`src/rtl/npu_ram_load_ctrl.sv`:
```
// Host line-load sequencer and NPU_ram write arbiter between the AXI host path and NPU_alu.
// Drives N_ram_selector's select, write enable and line index; state is exposed on state_o.
module npu_ram_load_ctrl #(
    parameter int LINE_W  = 4,
    parameter int TMO_W   = 8,
    parameter int TMO_MAX = 200
) (
    input  logic              clk_i,
    input  logic              rst_i,
    input  logic              load_start_i,
    input  logic [LINE_W-1:0] load_lines_i,
    input  logic              beat_valid_i,
    output logic              beat_ready_o,
    input  logic              npu_req_i,
    output logic              npu_gnt_o,
    output logic              ram_sel_o,
    output logic              en_w_o,
    output logic [LINE_W-1:0] w_line_o,
    output logic              busy_o,
    output logic              done_o,
    output logic              err_o,
    output logic [1:0]        state_o
);

    typedef enum logic [1:0] {
        S_IDLE = 2'd0,
        S_LOAD = 2'd1,
        S_NPU  = 2'd2,
        S_DONE = 2'd3
    } state_t;

    localparam logic [TMO_W-1:0] TMO_LAST = TMO_W'(TMO_MAX - 1);

    state_t            state, state_nx;
    logic              pend, pend_nx;
    logic [LINE_W-1:0] pend_cnt, pend_cnt_nx;
    logic [LINE_W-1:0] lines, lines_nx;
    logic [LINE_W-1:0] w_line_nx;
    logic [TMO_W-1:0]  tmo, tmo_nx;
    logic              err_nx;
    logic              beat;
    logic              capture;

    // Handshake: a beat transfers in any cycle where beat_valid_i and beat_ready_o are both 1;
    // that same condition is the host write enable into N_ram_selector.
    assign beat    = beat_valid_i & beat_ready_o;
    assign en_w_o  = beat;
    assign state_o = state;

    // A start that cannot launch immediately is parked; a second parked start is dropped.
    assign capture = load_start_i & ((state != S_IDLE) | npu_req_i);

    always_comb begin
        state_nx    = state;
        pend_nx     = pend;
        pend_cnt_nx = pend_cnt;
        lines_nx    = lines;
        w_line_nx   = w_line_o;
        tmo_nx      = tmo;
        err_nx      = 1'b0;

        case (state)
            S_IDLE: begin
                if (npu_req_i) begin
                    state_nx = S_NPU;
                end else if (load_start_i | pend) begin
                    state_nx  = S_LOAD;
                    lines_nx  = load_start_i ? load_lines_i : pend_cnt;
                    pend_nx   = 1'b0;
                    w_line_nx = '0;
                    tmo_nx    = '0;
                end
            end
            S_LOAD: begin
                if (beat) begin
                    tmo_nx = '0;
                    if (w_line_o == lines) begin
                        state_nx  = S_DONE;
                        w_line_nx = '0;
                    end else begin
                        w_line_nx = w_line_o + LINE_W'(1);
                    end
                end else if (tmo == TMO_LAST) begin
                    state_nx  = S_IDLE;
                    err_nx    = 1'b1;
                    w_line_nx = '0;
                    tmo_nx    = '0;
                end else begin
                    tmo_nx = tmo + TMO_W'(1);
                end
            end
            S_NPU: begin
                if (!npu_req_i) state_nx = S_IDLE;
            end
            S_DONE: begin
                state_nx = S_IDLE;
            end
            default: state_nx = S_IDLE;
        endcase

        if (capture) begin
            if (pend) begin
                err_nx = 1'b1;
            end else begin
                pend_nx     = 1'b1;
                pend_cnt_nx = load_lines_i;
            end
        end
    end

    // Outputs are registered decodes of the next state, so they line up with the state register.
    always_ff @(posedge clk_i) begin
        if (rst_i) begin
            state        <= S_IDLE;
            pend         <= 1'b0;
            pend_cnt     <= '0;
            lines        <= '0;
            tmo          <= '0;
            w_line_o     <= '0;
            beat_ready_o <= 1'b0;
            npu_gnt_o    <= 1'b0;
            ram_sel_o    <= 1'b0;
            busy_o       <= 1'b0;
            done_o       <= 1'b0;
            err_o        <= 1'b0;
        end else begin
            state        <= state_nx;
            pend         <= pend_nx;
            pend_cnt     <= pend_cnt_nx;
            lines        <= lines_nx;
            tmo          <= tmo_nx;
            w_line_o     <= w_line_nx;
            beat_ready_o <= (state_nx == S_LOAD);
            npu_gnt_o    <= (state_nx == S_NPU);
            ram_sel_o    <= (state_nx == S_NPU);
            busy_o       <= (state_nx != S_IDLE);
            done_o       <= (state_nx == S_DONE);
            err_o        <= err_nx;
        end
    end

endmodule

```
`config.mk`:
```
export PLATFORM = sky130hd
export DESIGN_NAME = npu_ram_load_ctrl
export DESIGN_NICKNAME = d
export VERILOG_FILES = /design/src/rtl/npu_ram_load_ctrl.sv
export SDC_FILE = /design/constraint.sdc
export NUM_CORES = 1
export LEC_CHECK = 0
export ABC_CLOCK_PERIOD_IN_PS = 1900
export CORE_AREA = 5 5 63 65
export DETAILED_ROUTE_END_ITERATION = 10
export DIE_AREA = 0 0 68 70
export PLACE_DENSITY = 0.73
export SLEW_MARGIN = 25
export SYNTH_ARGS = -nofsm -noshare
export SYNTH_HDL_FRONTEND = slang
export SYNTH_SLANG_ARGS = --single-unit
export TNS_END_PERCENT = 1
```
`constraint.sdc`:
```
create_clock -name clk_i -period 1.9 [get_ports clk_i]
set_input_delay 0.38 -clock clk_i [delete_from_list [all_inputs] [get_ports clk_i]]
set_output_delay 0.38 -clock clk_i [all_outputs]
set_load 0.05 [all_outputs]
```
==> results of run 1 <==
## worst reg2reg max path: stages (launching register included)
cell and delay, ns:
dfxtp_1 0.40, ha_1 0.23, nand4_1 0.13, nor4_2 0.23
buf_4 0.21, o22ai_1 0.12, a22o_1 0.24
## flip-flops by register name (all words and copies together) (netlist names)
signal and flops:
done_o 1, pend_cnt 4, ram_sel_o 1, state_o 2, err_o 1, w_line_o 4
lines 4, tmo 8, busy_o 1, pend 1, beat_ready_o 1
## final cells by class
type                            count  area share
Clock buffer                        3      0.0134
Sequential cell                    28       0.335
Tap cell                           46      0.0344
Inverter                            4     0.00896
Clock inverter                      1      0.0179
Multi-Input combinational cell    102       0.404
Timing Repair Buffer               34       0.187
## power by group through the flow
| stage | Combinational [mW] | Clock (mW) | Sequential (mW) |
|---|---|---|---|
| global placement | 0.239 | 0 | 0.645 |
| CTS | 0.244 | 0.404 | 0.633 |
| detailed placement | 0.242 | 0 | 0.646 |
| global route | 0.262 | 0.425 | 0.635 |
| finish | 0.241 | 0.391 | 0.632 |
| floorplan | 0.114 | 0 | 0.677 |
## final timing paths
check | startpoint | endpoint | slack, ns
setup / recovery | done_o | done_o | 0.05
hold / removal | tmo[0] | tmo[0] | 0.50
setup reg to reg | tmo[0] | w_line_o[3] | 0.25
hold reg to reg | tmo[0] | tmo[0] | 0.50
## routing by layer
metal | vias to the layer above | part of all wire | global-route usage
li1 | 570 | - | -
met1 | 512 | 0.46 | 0.164
met2 | 33 | 0.48 | 0.195
met3 | 2 | 0.051 | 0.0208
met4 | 0 | 0.0075 | 0.0442
met5 | - | 0 | 0
## Yosys cell counts (all sizes together), types with 2 or more instances
| library cell | instances |
|---|---|
| dfxtp | 28 |
| nor2 | 19 |
| mux2i | 8 |
| nand2 | 7 |
| nor3 | 6 |
| o21ai | 6 |
| a211oi | 5 |
| nand3 | 5 |
| xor2 | 5 |
| a21oi | 4 |
| inv | 4 |
| nand2b | 3 |
| nor4 | 3 |
| or3 | 3 |
| a22o | 2 |
| a31oi | 2 |
| buf | 2 |
| clkbuf | 2 |
| ha | 2 |
| nand3b | 2 |
| nor2b | 2 |
## cell families (layout without fill, tap and decap cells)
logic type | count (synthesis) | count (layout) | share of synthesized area
simple gates | 56 | 56 | 0.237
compound gates | 30 | 30 | 0.171
flops | 28 | 28 | 0.441
mux | 8 | 8 | 0.0629
buf+inv | 8 | 42 | 0.0275
xor+xnor | 6 | 6 | 0.0413
fa+ha+maj | 2 | 2 | 0.0197
==> impl_metrics.ini, run 1 <==
[outcome]
status = finished clean

[sta]
finalMaxSlewViolations = 0
min_period_over_period = 0.973
finalHoldViolations = 0
maxSlewHeadroom = 0.660
fmax_mhz = 541
setup_viol = 0
fin_ws_ns = 0.0522
worst_clock_skew_ns = 0.000730
fin_tns_setup_ns = 0
rsz0062_at_grt = false
fin_crit_ns = 1.85
worst_pin_slew_ns = 0.509
whs_ns = 0.503

[die]
dieHeight_um = 70
dieArea_um2 = 4760
top_level_ports = 22
start_util = 0.387
die_x_um = 68
rows = 21
core-area_um2 = 3280

[synth]
synth_top_area_cell = dfxtp_1
yosys-top-cells-area = dfxtp_1, mux2i_1, nor2_1
synthCells = 138
syn_area_um2 = 1270
synth_seq_cells = 28
ys_warn_count = 0
seq_area_frac_synth = 0.441
netlist.area_leader.share = 0.441
synth_cell_types = 43
synth_area_per_cell_um2 = 9.22
synthArstFlopShare = 0
syn-num-nets = 149
synth-main-ff-cell = dfxtp_1
synth_edf_count = 0

[clock_network]
cts_buffer_depth = 2
ctsResizeCount = 0
clk_pin_slew_ns = 0.15
cts_made_buffers = 3
cts_sinks = 28
ctsRootBufferMaster = clkbuf_4
clkLatencyLatePin_ns = 0.32
ctsHoldBuffers = 0
tritoncts = yes
cts_setup_buffers = 0
cts_max_level = 1

[placement]
dp_slack_ns = -0.0713
port_buffers = 21
place_congestion = 0.804
place_hpwl_um = 2220
placed_area_um2 = 1610
dpl.cell_count = 214

[finish]
num-fill-cells = 310
regArea_um2 = 561
mostFrequentLayoutCells = dfxtp_1, nor2_1, buf_4
layout_commonest_cell = dfxtp_1
fin_nets = 184
multi_input_area_um2 = 677
final_cell_count_no_fill = 218
drive_above_1_share = 0.169
antennaDiodeCount = 0
final_area_um2 = 1680
final_util = 0.510
areaGrowthSynthToFinish_pct = 31.7

[power]
p_sw_frac = 0.261
switchingPower_mw = 0.330
power.leakage_nw = 0.747
ir_drop_v = 0.000362
pwr-share-seq = 0.500
power_mw = 1.26
p_int_mw = 0.934
p_clk_frac = 0.309
pwr-share-comb = 0.191
p_per_area_nw_per_um2 = 754

[global_route]
grt_usage = 0.123
overflow = 0
first_global_vias = 1079
grt_max_degree = 22
grt_pass1_wl_um = 4660
antenna_found_initial = 0

[detailed_routing]
dr.pass1.iters = 4
drt_wl_total_um = 2790
num_vias = 1117
route.detailed.drc = 0
wire_per_inst_um = 12.8
ant_nets = 0
viasPerCell = 5.12
drt_iter0_drc = 74

[critical_path]
critPathArrivalTime_ns = 1.47
critPathMaxFanout = 1
startpoint_type = flip-flop
reg2reg_depth = 6
crit_buf_inv = 1
path_delay_family = buffers and inverters
crit_path_max_incr_delay_ns = 0.80
critPathRequiredTime_ns = 1.52
end_kind = output pin
crit_path_cell_trace = clkdlybuf4s50_1
critical_path_class = flip-flop to output pin
cpMaxStageDelayCell = clkdlybuf4s50_1
path_depth = 1

[job]
maxCapViolCount = 0

[hold_path]
min_path_cells = 2
min_path_type = flip-flop to flip-flop
Power figures use the tool's default switching activity.
==> run 2, diff against run 1 <==
TNS_END_PERCENT = unset   (was 1)
==> results of run 2 <==
The final DEF is identical to that of run 1; final timing and power are the same.
